$ cat config.mk
export PLATFORM = sky130hd
export DESIGN_NAME = convolution_engine_flat
export DESIGN_NICKNAME = d
export VERILOG_FILES = /design/src/rtl/convolution_engine_if.sv /design/src/rtl/convolution_engine.sv /design/src/flat_wrapper.sv
export SDC_FILE = /design/constraint.sdc
export NUM_CORES = 1
export LEC_CHECK = 0
export BUFFER_PORTS_ARGS = -buffer_cell sky130_fd_sc_hd__buf_2
export CAP_MARGIN = 20
export CORE_UTILIZATION = 67
export CTS_CLUSTER_DIAMETER = 40
export DETAILED_ROUTE_END_ITERATION = 8
export GPL_TIMING_DRIVEN = 1
export PLACE_DENSITY = 0.87
export SLEW_MARGIN = 20
export SYNTH_ARGS = -nofsm -noshare
export SYNTH_HDL_FRONTEND = slang
export SYNTH_SLANG_ARGS = --single-unit
$ cat constraint.sdc
create_clock -name clk -period 24.5 [get_ports clk]
set_clock_uncertainty 0.1 [all_clocks]
set_input_delay 1.225 -clock clk [delete_from_list [all_inputs] [get_ports clk]]
set_output_delay 1.225 -clock clk [all_outputs]
set_load 0.03 [all_outputs]
$ cat src/rtl/convolution_engine_if.sv
// Bundles the control and memory-side signals of the convolution engine.
// The engine takes the slave modport. The master side owns start/config
// and also models the sample memories.
interface convolution_engine_if #(
  parameter int unsigned DATA_WIDTH        = 8,
  parameter int unsigned DATA_WIDTH_OUT    = 16,
  parameter int unsigned ADDRESS_WIDTH     = 5,
  parameter int unsigned ADDRESS_WIDTH_OUT = ADDRESS_WIDTH + 1
);
  logic                         start_i;
  logic [ADDRESS_WIDTH-1:0]     size_y_i;
  logic [ADDRESS_WIDTH-1:0]     size_h_i;
  logic                         signed_i;
  logic [DATA_WIDTH-1:0]        data_y_i;
  logic [DATA_WIDTH-1:0]        data_h_i;
  logic [ADDRESS_WIDTH-1:0]     mem_y_addr_o;
  logic [ADDRESS_WIDTH-1:0]     mem_h_addr_o;
  logic [DATA_WIDTH_OUT-1:0]    data_z_o;
  logic [ADDRESS_WIDTH_OUT-1:0] mem_z_addr_o;
  logic                         write_o;
  logic                         busy_o;
  logic                         done_o;
  logic                         sat_o;

  modport master (
    output start_i, size_y_i, size_h_i, signed_i, data_y_i, data_h_i,
    input  mem_y_addr_o, mem_h_addr_o, data_z_o, mem_z_addr_o, write_o, busy_o, done_o, sat_o
  );

  modport slave (
    input  start_i, size_y_i, size_h_i, signed_i, data_y_i, data_h_i,
    output mem_y_addr_o, mem_h_addr_o, data_z_o, mem_z_addr_o, write_o, busy_o, done_o, sat_o
  );
endinterface

$ cat src/rtl/convolution_engine.sv
// Output-stationary convolution engine: z[i] = sum h[j]*y[i-j], one MAC per
// valid tap, wide accumulator, saturating result written to Z memory.
module convolution_engine #(
  parameter int unsigned DATA_WIDTH        = 8,
  parameter int unsigned DATA_WIDTH_OUT    = 16,
  parameter int unsigned ADDRESS_WIDTH     = 5,
  parameter int unsigned ADDRESS_WIDTH_OUT = ADDRESS_WIDTH + 1
) (
  input logic                 clk,
  input logic                 rst,
  convolution_engine_if.slave bus
);
  localparam int unsigned AccWidth  = 2 * DATA_WIDTH + ADDRESS_WIDTH;
  localparam int unsigned ProdWidth = 2 * DATA_WIDTH + 1;
  localparam int unsigned IdxWidth  = ADDRESS_WIDTH_OUT + 1;

  typedef enum logic [2:0] {
    StIdle, StSetup, StFetch, StMac, StDrain, StWrite, StDone
  } state_e;

  state_e                       state_q, state_d;
  logic [ADDRESS_WIDTH-1:0]     size_y_q, size_y_d, size_h_q, size_h_d;
  logic                         signed_q, signed_d;
  logic [ADDRESS_WIDTH_OUT-1:0] sz_q, sz_d, i_q, i_d;
  logic [ADDRESS_WIDTH-1:0]     j_q, j_d, jmax_q, jmax_d;
  logic [AccWidth-1:0]          acc_q, acc_d;
  logic                         acc_en_q, acc_en_d;
  logic [ADDRESS_WIDTH-1:0]     addr_y_q, addr_y_d, addr_h_q, addr_h_d;
  logic [ADDRESS_WIDTH_OUT-1:0] addr_z_q, addr_z_d;
  logic [DATA_WIDTH_OUT-1:0]    data_z_q, data_z_d;
  logic                         write_q, write_d, busy_q, busy_d, done_q, done_d, sat_q, sat_d;

  logic [ADDRESS_WIDTH-1:0]     jmin_c, jmax_c;
  logic [ADDRESS_WIDTH_OUT-1:0] sz_c;
  logic [IdxWidth-1:0]          i_plus1;
  logic signed [ProdWidth-1:0]  h_ext, y_ext, prod;
  logic [AccWidth-1:0]          acc_fin;
  logic [DATA_WIDTH_OUT-1:0]    sat_val;
  logic                         clamp;
  logic [AccWidth-DATA_WIDTH_OUT:0] upper;

  // Tap window for the current output index and the run length.
  always_comb begin
    i_plus1 = IdxWidth'(i_q) + IdxWidth'(1);
    jmin_c  = (i_plus1 > IdxWidth'(size_y_q)) ? ADDRESS_WIDTH'(i_plus1 - IdxWidth'(size_y_q)) : '0;
    jmax_c  = (i_q < ADDRESS_WIDTH_OUT'(size_h_q)) ? ADDRESS_WIDTH'(i_q) : size_h_q - 1'b1;
    sz_c    = (size_y_q == '0 || size_h_q == '0) ? '0 :
              ADDRESS_WIDTH_OUT'(size_y_q) + ADDRESS_WIDTH_OUT'(size_h_q) - 1'b1;
  end

  // Product of last cycle's memory data, extended per mode; saturate final sum.
  always_comb begin
    h_ext   = ProdWidth'({{(ProdWidth - DATA_WIDTH){signed_q & bus.data_h_i[DATA_WIDTH-1]}},
                          bus.data_h_i});
    y_ext   = ProdWidth'({{(ProdWidth - DATA_WIDTH){signed_q & bus.data_y_i[DATA_WIDTH-1]}},
                          bus.data_y_i});
    prod    = h_ext * y_ext;
    acc_fin = acc_en_q ? acc_q + {{(AccWidth - ProdWidth){prod[ProdWidth-1]}}, prod} : acc_q;
    upper   = acc_fin[AccWidth-1:DATA_WIDTH_OUT-1];
    sat_val = acc_fin[DATA_WIDTH_OUT-1:0];
    clamp   = 1'b0;
    if (signed_q) begin
      if (!((&upper) || !(|upper))) begin
        clamp   = 1'b1;
        sat_val = acc_fin[AccWidth-1] ? {1'b1, {(DATA_WIDTH_OUT - 1){1'b0}}}
                                      : {1'b0, {(DATA_WIDTH_OUT - 1){1'b1}}};
      end
    end else if (|acc_fin[AccWidth-1:DATA_WIDTH_OUT]) begin
      clamp   = 1'b1;
      sat_val = '1;
    end
  end

  // Next-state and registered-output decode.
  always_comb begin
    state_d  = state_q;
    size_y_d = size_y_q;
    size_h_d = size_h_q;
    signed_d = signed_q;
    sz_d     = sz_q;
    i_d      = i_q;
    j_d      = j_q;
    jmax_d   = jmax_q;
    acc_d    = acc_fin;
    addr_y_d = addr_y_q;
    addr_h_d = addr_h_q;
    addr_z_d = addr_z_q;
    data_z_d = data_z_q;
    write_d  = 1'b0;
    sat_d    = sat_q;
    unique case (state_q)
      StIdle: begin
        if (bus.start_i) begin
          state_d  = StSetup;
          size_y_d = bus.size_y_i;
          size_h_d = bus.size_h_i;
          signed_d = bus.signed_i;
          sat_d    = 1'b0;
        end
      end
      StSetup: begin
        sz_d    = sz_c;
        i_d     = '0;
        state_d = (sz_c == '0) ? StDone : StFetch;
      end
      StFetch: begin
        j_d      = jmin_c;
        jmax_d   = jmax_c;
        addr_h_d = jmin_c;
        addr_y_d = ADDRESS_WIDTH'(i_q - ADDRESS_WIDTH_OUT'(jmin_c));
        acc_d    = '0;
        state_d  = StMac;
      end
      StMac: begin
        if (j_q == jmax_q) begin
          state_d = StDrain;
        end else begin
          j_d      = j_q + 1'b1;
          addr_h_d = j_q + 1'b1;
          addr_y_d = ADDRESS_WIDTH'(i_q - ADDRESS_WIDTH_OUT'(j_q) - 1'b1);
        end
      end
      StDrain: begin
        // Result registered on this edge so it is presented during WRITE.
        state_d  = StWrite;
        write_d  = 1'b1;
        addr_z_d = i_q;
        data_z_d = sat_val;
        sat_d    = sat_q | clamp;
      end
      StWrite: begin
        if (ADDRESS_WIDTH_OUT'(i_q + 1'b1) < sz_q) begin
          i_d     = i_q + 1'b1;
          state_d = StFetch;
        end else begin
          state_d = StDone;
        end
      end
      StDone:  state_d = StIdle;
      default: state_d = StIdle;
    endcase
    acc_en_d = (state_q == StMac);
    busy_d   = (state_d != StIdle) && (state_d != StDone);
    done_d   = (state_q == StDone);
  end

  // State and output registers.
  always_ff @(posedge clk or posedge rst) begin
    if (rst) begin
      state_q  <= StIdle;
      size_y_q <= '0;
      size_h_q <= '0;
      signed_q <= 1'b0;
      sz_q     <= '0;
      i_q      <= '0;
      j_q      <= '0;
      jmax_q   <= '0;
      acc_q    <= '0;
      acc_en_q <= 1'b0;
      addr_y_q <= '0;
      addr_h_q <= '0;
      addr_z_q <= '0;
      data_z_q <= '0;
      write_q  <= 1'b0;
      busy_q   <= 1'b0;
      done_q   <= 1'b0;
      sat_q    <= 1'b0;
    end else begin
      state_q  <= state_d;
      size_y_q <= size_y_d;
      size_h_q <= size_h_d;
      signed_q <= signed_d;
      sz_q     <= sz_d;
      i_q      <= i_d;
      j_q      <= j_d;
      jmax_q   <= jmax_d;
      acc_q    <= acc_d;
      acc_en_q <= acc_en_d;
      addr_y_q <= addr_y_d;
      addr_h_q <= addr_h_d;
      addr_z_q <= addr_z_d;
      data_z_q <= data_z_d;
      write_q  <= write_d;
      busy_q   <= busy_d;
      done_q   <= done_d;
      sat_q    <= sat_d;
    end
  end

  assign bus.mem_y_addr_o = addr_y_q;
  assign bus.mem_h_addr_o = addr_h_q;
  assign bus.mem_z_addr_o = addr_z_q;
  assign bus.data_z_o     = data_z_q;
  assign bus.write_o      = write_q;
  assign bus.busy_o       = busy_q;
  assign bus.done_o       = done_q;
  assign bus.sat_o        = sat_q;
endmodule

$ cat src/flat_wrapper.sv
// flat-port wrapper written by rule: the top's interface ports become plain ports
module convolution_engine_flat 
#(
  parameter int unsigned DATA_WIDTH        = 8,
  parameter int unsigned DATA_WIDTH_OUT    = 16,
  parameter int unsigned ADDRESS_WIDTH     = 5,
  parameter int unsigned ADDRESS_WIDTH_OUT = ADDRESS_WIDTH + 1
)
  (clk, rst, bus_start_i, bus_size_y_i, bus_size_h_i, bus_signed_i, bus_data_y_i, bus_data_h_i, bus_mem_y_addr_o, bus_mem_h_addr_o, bus_data_z_o, bus_mem_z_addr_o, bus_write_o, bus_busy_o, bus_done_o, bus_sat_o);
  convolution_engine_if #(.DATA_WIDTH(DATA_WIDTH), .DATA_WIDTH_OUT(DATA_WIDTH_OUT), .ADDRESS_WIDTH(ADDRESS_WIDTH), .ADDRESS_WIDTH_OUT(ADDRESS_WIDTH_OUT)) bus_i ();
  input logic clk;
  input logic rst;
  input wire logic [$bits(bus_i.start_i)-1:0] bus_start_i;
  input wire logic [$bits(bus_i.size_y_i)-1:0] bus_size_y_i;
  input wire logic [$bits(bus_i.size_h_i)-1:0] bus_size_h_i;
  input wire logic [$bits(bus_i.signed_i)-1:0] bus_signed_i;
  input wire logic [$bits(bus_i.data_y_i)-1:0] bus_data_y_i;
  input wire logic [$bits(bus_i.data_h_i)-1:0] bus_data_h_i;
  output wire logic [$bits(bus_i.mem_y_addr_o)-1:0] bus_mem_y_addr_o;
  output wire logic [$bits(bus_i.mem_h_addr_o)-1:0] bus_mem_h_addr_o;
  output wire logic [$bits(bus_i.data_z_o)-1:0] bus_data_z_o;
  output wire logic [$bits(bus_i.mem_z_addr_o)-1:0] bus_mem_z_addr_o;
  output wire logic [$bits(bus_i.write_o)-1:0] bus_write_o;
  output wire logic [$bits(bus_i.busy_o)-1:0] bus_busy_o;
  output wire logic [$bits(bus_i.done_o)-1:0] bus_done_o;
  output wire logic [$bits(bus_i.sat_o)-1:0] bus_sat_o;
  assign bus_i.start_i = bus_start_i;
  assign bus_i.size_y_i = bus_size_y_i;
  assign bus_i.size_h_i = bus_size_h_i;
  assign bus_i.signed_i = bus_signed_i;
  assign bus_i.data_y_i = bus_data_y_i;
  assign bus_i.data_h_i = bus_data_h_i;
  assign bus_mem_y_addr_o = bus_i.mem_y_addr_o;
  assign bus_mem_h_addr_o = bus_i.mem_h_addr_o;
  assign bus_data_z_o = bus_i.data_z_o;
  assign bus_mem_z_addr_o = bus_i.mem_z_addr_o;
  assign bus_write_o = bus_i.write_o;
  assign bus_busy_o = bus_i.busy_o;
  assign bus_done_o = bus_i.done_o;
  assign bus_sat_o = bus_i.sat_o;
  convolution_engine #(.DATA_WIDTH(DATA_WIDTH), .DATA_WIDTH_OUT(DATA_WIDTH_OUT), .ADDRESS_WIDTH(ADDRESS_WIDTH), .ADDRESS_WIDTH_OUT(ADDRESS_WIDTH_OUT)) u_core (.clk(clk), .rst(rst), .bus(bus_i));
endmodule
=== Word level (Yosys, flattened, before mapping) ===
Cells that the tools add are included.

* $add $sub $neg: 11
* Reduce and logical (&&, ||, !) cells: 19
* Equal/unequal tests: 11
* Div/mod/pow operators: 0
* Bitwise logic cells: 3
* Multiplexer cells: 26
* Multiply operators: 1
* Order comparisons: 3
* Shift operators: 0

{| class="wikitable"
|+ Operator list
! kind !! number
|-
| $mux 16 || 4
|-
| $mux 21 || 2
|-
| $add 21x21->21 || 1
|-
| $mux 5 || 4
|-
| $pmux 5 s2 || 2
|-
| $pmux 3 s6 || 1
|-
| $mul 9x9->17 || 1
|-
| $sub 5x5->5 || 3
|-
| $mux 3 || 4
|-
| $mux 6 || 2
|-
| $pmux 6 s2 || 1
|-
| $logic_not 5->1 || 2
|-
| $sub 5x1->5 const B || 2
|-
| $eq 3x3->1 const B || 3
|-
| $reduce_and 2->1 || 4
|-
| $add 6x1->7 const B || 1
|-
| $gt 7x5->1 || 1
|-
| $add 5x5->6 || 1
|-
| $add 6x1->6 const B || 1
|-
| $eq 3x2->1 const B || 2
|-
| $logic_not 6->1 || 1
|-
| $lt 6x5->1 || 1
|-
| $lt 6x6->1 || 1
|-
| $reduce_and 6->1 || 1
|-
| other kinds (19) || 28
|}

* Memories: 0
* Logic and storage cells: 91
* ROM bits: 0
* Bits in latches: 0
* Bits in writable memories: 0
* Bits in registers: 89

=== Depth between registers and ports, before layout ===
Gate-level depths: netlist (run 1).

* Depth after elaboration: 11
* Depth in mapped cells: 34
* Mapped depth without buffers: 32

=== Least setup slack after synthesis (run 1) ===
OpenSTA, ideal clock, no wires.

* Kind: input to register
* Start point: input port bus_data_y_i[7]
* End point: register u_core.data_z_q[14], in the netlist u_core.bus.data_z_o[14]
* Data required time: 24.269 ns
* Arrival: 8.687 ns
* Slack: 15.582 ns
* Stages on the path: 33
* Library setup time: 0.131 ns
* Buffers on the path: 2
* Cells stage by stage: clkbuf_1 > nand2_1 > or2_2 > fa_1 > fa_1 > inv_1 > fa_1 > fa_1 > inv_1 > fa_1 > inv_1 > ha_1 > a21oi_1 > o21bai_1 > a21oi_1 > nor2b_1 > o21a_1 > o21ai_0 > nand2b_1 > a21oi_1 > xnor2_1 > ha_1 > o21ai_0 > o21ai_1 > a2111oi_0 > a21oi_1 > xor2_1 > o31ai_1 > and4_1 > or4b_4 > a21oi_4 > buf_6 > o22ai_2

* Word-level cells in the longest chain between the ends: 9

{| class="wikitable"
|+ Ends and longest elaborated chain
! element !! RTL line !! source
|-
| start: declaration || flat_wrapper.sv:17 || <nowiki>input wire logic [$bits(bus_i.data_y_i)-1:0] bus_data_y_i;</nowiki>
|-
| $and 1x1->1 || convolution_engine.sv:55 || <nowiki>y_ext = ProdWidth'({{(ProdWidth - DATA_WIDTH){signed_q & bus.data_y_i[DATA_WIDTH-1]}},</nowiki>
|-
| $mul 9x9->17 * || convolution_engine.sv:57 || <nowiki>prod = h_ext * y_ext;</nowiki>
|-
| $add 21x21->21 * || convolution_engine.sv:58 || <nowiki>acc_fin = acc_en_q ? acc_q + {{(AccWidth - ProdWidth){prod[ProdWidth-1]}}, prod} : acc_q;</nowiki>
|-
| $mux 21 * || convolution_engine.sv:58 ||
|-
| $reduce_or 6->1 || convolution_engine.sv:63 || <nowiki>if (!((&upper) || !(|upper))) begin</nowiki>
|-
| $logic_not 1->1 || convolution_engine.sv:63 ||
|-
| $logic_or 1x1->1 || convolution_engine.sv:63 ||
|-
| $mux 16 || convolution_engine.sv:63 ||
|-
| $mux 16 * || convolution_engine.sv:62 || <nowiki>if (signed_q) begin</nowiki>
|-
| end signal: assignment || convolution_engine.sv:182 || <nowiki>data_z_q <= data_z_d;</nowiki>
|-
| end: declaration || convolution_engine.sv:30 || <nowiki>logic [DATA_WIDTH_OUT-1:0] data_z_q, data_z_d;</nowiki>
|}

Every way passes the cells marked *; elsewhere a longest branch is shown, timed or not.
A chain may end at the register's enable or synchronous reset.

=== Final worst setup path (run 1) ===
* Start point: input port bus_data_y_i[7]
* End point: register u_core.data_z_q[10], in the netlist u_core.bus.data_z_o[10]

The elaborated chain is that of the path after synthesis.

==> results of run 1 <==
[cells by family (layout without fill, tap and decap cells)]
logic type      Yosys count  after routing
simple gates            317            317
compound gates          194            194
fa+ha+maj               162            162
buf+inv                 152            206
flops                    89             89
xor+xnor                 56             56
mux                      22             22
[flip-flops by register name, summed over array words and instances (netlist names), 6 cells and up]
signal,flops
u_core.acc_q,21
u_core.bus.data_z_o,16
u_core.bus.mem_z_addr_o,6
u_core.i_q,6
u_core.sz_q,6
[area by class of cell]
type	instances	area, µm²	area share [%]
Inverter	121	455.4	4.665
Timing Repair Buffer	69	355.3	3.640
Sequential cell	89	2227	22.81
Clock inverter	5	62.56	0.6409
Tap cell	172	215.2	2.205
Clock buffer	11	252.7	2.589
Multi-Input combinational cell	751	6193	63.45
[cells in the mapped netlist (8+ instances only)]
master      n
nor2_1     72
dfrtp_1    89
mux2_2      8
o21ai_0    55
inv_1     120
o22ai_2    10
and2_1     43
nand2_1   102
nor2b_1     8
o22ai_1     9
nand3_1    12
clkbuf_1   24
a21o_1     13
a21oi_1    40
nor3_1     18
mux2i_1    14
xnor2_1    35
or2_2      19
xor2_1     20
ha_1       90
o21a_1      8
and3_1      8
fa_1       72
[path summary, 6_finish.rpt]
| kind | from | to | slack, ns | cells after the start |
|---|---|---|---|---|
| worst max register to register | u_core.signed_q$_DFFE_PP0P_ | u_core.bus.data_z_o[10]$_DFFE_PP0P_ | 15.64 | 31 |
| max in group asynchronous | rst | u_core.signed_q$_DFFE_PP0P_ | 22.41 | 3 |
| worst min register to register | u_core.sz_q[0]$_DFFE_PP0P_ | u_core.sz_q[0]$_DFFE_PP0P_ | 0.39 | 2 |
| worst max-delay path | bus_data_y_i[7] | u_core.bus.data_z_o[10]$_DFFE_PP0P_ | 15.20 | 32 |
| min in group asynchronous | rst | u_core.acc_q[1]$_DFF_PP0_ | 0.74 | 2 |
| worst min-delay path | u_core.sz_q[0]$_DFFE_PP0P_ | u_core.sz_q[0]$_DFFE_PP0P_ | 0.39 | 2 |
[cell usage in the layout (no fill, tap or decap), types with 5 or more instances in the layout]
master / count
nor3_1: 18
o22ai_2: 10
a211oi_1: 6
o22ai_1: 9
clkbuf_16: 9
nand3_1: 12
o21a_1: 8
buf_2: 65
ha_1: 90
mux2i_1: 14
or2_2: 19
a21o_1: 13
nor2b_1: 8
or3_1: 6
o21ai_0: 55
and2_1: 43
a21oi_1: 40
a31oi_1: 5
inv_1: 119
o31ai_1: 6
and3_1: 8
fa_1: 72
o211ai_1: 6
nand2_1: 102
dfrtp_1: 89
mux2_2: 8
nor2_1: 72
xor2_1: 20
nand2b_1: 6
xnor2_1: 35
[critical path, delay by kind of cell]
family,cells,cell delay [ns]
adder cells (fa/ha/maj),7,3.26
AO/OA/AOI/OAI,13,2.78
AND/OR/NAND/NOR,6,1.49
XOR/XNOR,2,0.33
buffers and inverters,4,0.32
[metrics by stage]
step / util [%] / area, µm² / worst slack, ns
after detailed placement: 73.37 / 9447 / 14.90
final: 75.81 / 9762 / 15.20
after global routing: 75.81 / 9762 / 14.60
after floorplan: - / 8999 / 15.58
after CTS: 75.81 / 9762 / 15.21
after global placement: 73.32 / 9440 / 14.94
[metal layers]
metal / routed length, µm / track usage (%) / up-vias
met5: 0 / 0 / -
met4: 442 / 9.135 / 0
met3: 833 / 4.748 / 40
met2: 9885 / 52.32 / 195
met1: 8239 / 37.42 / 3472
li1: - / - / 3426
==> out/summary.txt, run 1 <==
post-synthesis async set-or-reset flop share: 100.0%
DRT antenna net count: 0
clk_lat worst skew: 0.35 ns
# clock sinks: 89
Critical Path Start Type: input port
Antenna Cells: 0
Area Overhead vs Synth: 8.482%
sequential area share after synthesis: 24.75%
IO buf count: 65
Final Max Slew Viols: 0
CTS Hold Buffers Added: 0
Post-synth EDFFs: 0
vias: 7,133
Synth Area in Compound Gates: 14.74%
highest clock rate: 107.5 MHz
number of setup violations in the final report: 0
Cells after DPL: 1,202
CTS-repair resized insts: 0
CTS Buf Count: 9
RePlAce Congestion: 0.8998
DRC errors left: 0
Starting Density: 69.89%
top cells by area, synth: dfrtp_1, fa_1, ha_1
fin crit share: 37.97%
top cell type's share of synthesized area: 24.75%
Yosys top cell by area: dfrtp_1
fill cell count: 934
crit-path max FO: 15
Nets: 1,233
xor/xnor cell area share of the yosys netlist: 5.534%
crit-path max cell delay: 0.55 ns
largest family of logic cells by synthesized area: adder cells
H-tree depth: 3
Primary FF master, synth: dfrtp_1
WP data required: 24.58 ns
WHS: 0.3851 ns
global-route wire length before repair: 33,340 µm
HPWL Detailed: 14,820 µm
final hold violations: 0
min Tclk post-route: 9.302 ns
Detailed Route WL: 19,400 µm
Pre-antenna DRT Iters: 5
Arrival @ worst endpoint: 9.39 ns
Core Region: 12,880 µm²
Non-Filler Instances: 1,218
share of cells above drive strength 1: 13.38%
status: complete, no violations
synth warn: 0
CTS tree: done
synth unique cells: 73
Die Area: 13,900 µm²
I/O Pins: 66
Wirelength per Cell: 15.93 µm
largest net degree at the start of global routing: 69
net count after synthesis: 1,184
Synth Instances: 992
clock root buffer: clkbuf_16
headroom to the max-slew limit: 44.24%
gr ovfl total: 0
initial antenna violation count: 0
Setup TNS: 0 ns
CP max-delay cell: fa_1
RSZ-0062 raised after global routing: no
CTS max path bufs: 2
CP most frequent cell: fa_1
Tightest Pin Transition: 0.8364 ns
Post-Synth Simple-Gate Area: 17.32%
maxcap violations: 0
CP Class: in2reg
Adder-Cell Fraction of Synth Area: 28.53%
mux cell area share after synthesis: 2.558%
gr usage total: 29.74%
vias per cell: 5.856
Setup crit end kind: flop
vias in the first global route: 7,142
Die Ht: 117.9 µm
worst hold path class: reg2reg
FP Rows: 41
Worst-path clk slew: 0.07 ns
Cell Area, Synth: 8999 µm²
die width: 117.9 µm
syn avg cell area: 9.071 µm²
flops & latches, synth: 89
Setup Buffers After CTS: 0
Iter 0 DRT Violations: 486
Power of run 1 is not shown: default switching activity piles up to over one toggle a cycle in this logic, so the estimate is an artifact.
==> run 2, diff against run 1 <==
--- a/config.mk
+++ b/config.mk
@@ -7,11 +7,11 @@
 export LEC_CHECK = 0
 export BUFFER_PORTS_ARGS = -buffer_cell sky130_fd_sc_hd__buf_2
 export CAP_MARGIN = 20
-export CORE_UTILIZATION = 67
+export CORE_UTILIZATION = 63
 export CTS_CLUSTER_DIAMETER = 40
 export DETAILED_ROUTE_END_ITERATION = 8
 export GPL_TIMING_DRIVEN = 1
-export PLACE_DENSITY = 0.87
+export PLACE_DENSITY = 0.83
 export SLEW_MARGIN = 20
 export SYNTH_ARGS = -nofsm -noshare
 export SYNTH_HDL_FRONTEND = slang
==> constraint.sdc (replaced) <==
create_clock -name clk -period 9 [get_ports clk]
set_clock_uncertainty 0.1 [all_clocks]
set_input_delay 0.45 -clock clk [delete_from_list [all_inputs] [get_ports clk]]
set_output_delay 0.45 -clock clk [all_outputs]
set_load 0.03 [all_outputs]
==> out/summary.txt, run 2 (synthesis gave the netlist of run 1 again) <==
Iter 0 DRT Violations: 325 (was 486)
share of cells above drive strength 1: 13.54% (was 13.38%)
Arrival @ worst endpoint: 8.51 ns (was 9.39 ns)
Starting Density: 64.83% (was 69.89%)
I/O Pins: 66 (unchanged)
fill cell count: 1,084 (was 934)
CP Class: reg2reg (was in2reg)
Nets: 1,237 (was 1,233)
Area Overhead vs Synth: 8.899% (was 8.482%)
final hold violations: 0 (unchanged)
number of setup violations in the final report: 0 (unchanged)
Die Ht: 121.5 µm (was 117.9 µm)
HPWL Detailed: 14,760 µm (was 14,820 µm)
clock root buffer: clkbuf_16 (unchanged)
Pre-antenna DRT Iters: 5 (unchanged)
crit-path max FO: 15 (unchanged)
origin of the critical flop-to-flop path: u_core.signed_q$_DFFE_PP0P_ (unchanged)
H-tree depth: 3 (unchanged)
vias in the first global route: 6,943 (was 7,142)
IO buf count: 65 (unchanged)
FP Rows: 43 (was 41)
Setup crit end kind: flop (unchanged)
CP Buf/Inv Count: 4 (unchanged)
RePlAce Congestion: 0.8838 (was 0.8998)
CP max-delay cell: dfrtp_1 (was fa_1)
Setup TNS: 0 ns (unchanged)
DRC errors left: 0 (unchanged)
global-route wire length before repair: 32,270 µm (was 33,340 µm)
worst hold path class: in2reg (was reg2reg)
Critical Path Start Type: flop (was input port)
clk_lat worst skew: 0.34 ns (was 0.35 ns)
gr ovfl total: 0 (unchanged)
headroom to the max-slew limit: 45.98% (was 44.24%)
highest clock rate: 119.6 MHz
CTS Buf Count: 9 (unchanged)
max reg flops: 21 (unchanged)
Top reg by flops: u_core.acc_q (unchanged)
crit-path max cell delay: 0.55 ns (about the same)
Core Region: 13,880 µm² (was 12,880 µm²)
initial antenna violation count: 0 (unchanged)
CP delay by family, top: adder cells (unchanged)
Antenna Cells: 0 (unchanged)
# clock sinks: 89 (unchanged)
largest net degree at the start of global routing: 66 (was 69)
gr usage total: 27.58% (was 29.74%)
CTS tree: done (unchanged)
most frequent cells in the layout: inv_1, nand2_1, ha_1 (unchanged)
RSZ-0062 raised after global routing: no (unchanged)
min Tclk post-route: 8.358 ns
status: complete, no violations (unchanged)
DRT antenna net count: 0 (unchanged)
Final Max Slew Viols: 0 (unchanged)
min-delay src: bus_size_y_i[3] (was u_core.sz_q[0]$_DFFE_PP0P_)
Wirelength per Cell: 15.35 µm (was 15.93 µm)
CP most frequent cell: fa_1 (unchanged)
Tightest Pin Transition: 0.8103 ns (was 0.8364 ns)
commonest non-fill, non-tap cell in the layout: inv_1 (unchanged)
vias per cell: 5.774 (was 5.856)
WP data required: 9.15 ns (was 24.58 ns)
die width: 121.5 µm (was 117.9 µm)
fin crit share: 92.87%
Worst-path clk slew: 0.06 ns (was 0.07 ns)
vias: 7,096 (was 7,133)
Detailed Route WL: 18,870 µm (was 19,400 µm)
maxcap violations: 0 (unchanged)
crit path from: u_core.signed_q$_DFFE_PP0P_ (was bus_data_y_i[7])
CTS max path bufs: 2 (unchanged)
Die Area: 14,770 µm² (was 13,900 µm²)
run 2: cell types whose count changed in the layout (fill, tap and decap cells not counted), sizes merged:
| cell | previous run | this run |
|---|---|---|
| dlygate4sd3 | 0 | 1 |
| clkinvlp | 2 | 1 |
| buf | 69 | 72 |
run 2: final cells by class:
class	instances	area (µm²)	area share, %
clock buffers	11	252.7	2.579
clock inverters	4	51.30	0.5235
inverters	121	455.4	4.648
multi-input cells	751	6187	63.14
flip-flops and latches	89	2227	22.73
well taps	180	225.2	2.298
repair buffers	73	400.4	4.086
run 2: worst reg2reg max path: cells and delay by family (launching register included):
kind | cells | cell delay (ns)
buffers and inverters | 4 | 0.37
flip-flops | 1 | 0.55
adder cells (fa/ha/maj) | 7 | 3.27
AND/OR/NAND/NOR | 7 | 1.43
AO/OA/AOI/OAI | 11 | 2.08
XOR/XNOR | 2 | 0.34
multiplexers | 1 | 0.13
run 2: through the flow:
step,utilization (%),instances,cell area [µm²],setup slack (ns),hold slack (ns)
after global placement,68.19,1212,9465,0.5847,0.3647
final,70.60,1229,9799,0.6421,0.2066
after global routing,70.60,1229,9799,0.1179,0.2105
after CTS,70.45,1228,9779,0.4243,0.1959
after floorplan,-,992,8999,0.8572,0.3435
after detailed placement,68.19,1212,9465,0.3840,0.3656
run 2: worst paths after layout:
kind                       slack, ns  cells past startpoint                                   to
max                             0.64                     32  u_core.bus.data_z_o[13]$_DFFE_PP0P_
min                             0.21                      3       u_core.size_y_q[3]$_DFFE_PP0P_
max reg2reg                     0.64                     32  u_core.bus.data_z_o[13]$_DFFE_PP0P_
min reg2reg                     0.38                      2           u_core.sz_q[0]$_DFFE_PP0P_
max in group asynchronous       7.12                      4           u_core.acc_q[17]$_DFF_PP0_
min in group asynchronous       0.54                      3           u_core.acc_q[13]$_DFF_PP0_
run 2: what timing repair did:
action | 4_1_cts | 5_1_grt
setup buffers | 0 | 1
endpoints found under the setup margin | 0 | 15
hold endpoints to repair | 6 | 0
resized for setup | 0 | 0
hold buffers | 1 | 0
run 2: layer usage:
metal	vias up	routed length, µm	GRT usage, %
li1	3432	-	-
met1	3460	8109	35.31
met2	163	9685	48.54
met3	41	675	3.571
met4	0	397	8.256
met5	-	0	0
Power of run 2 is left out for the same reason.
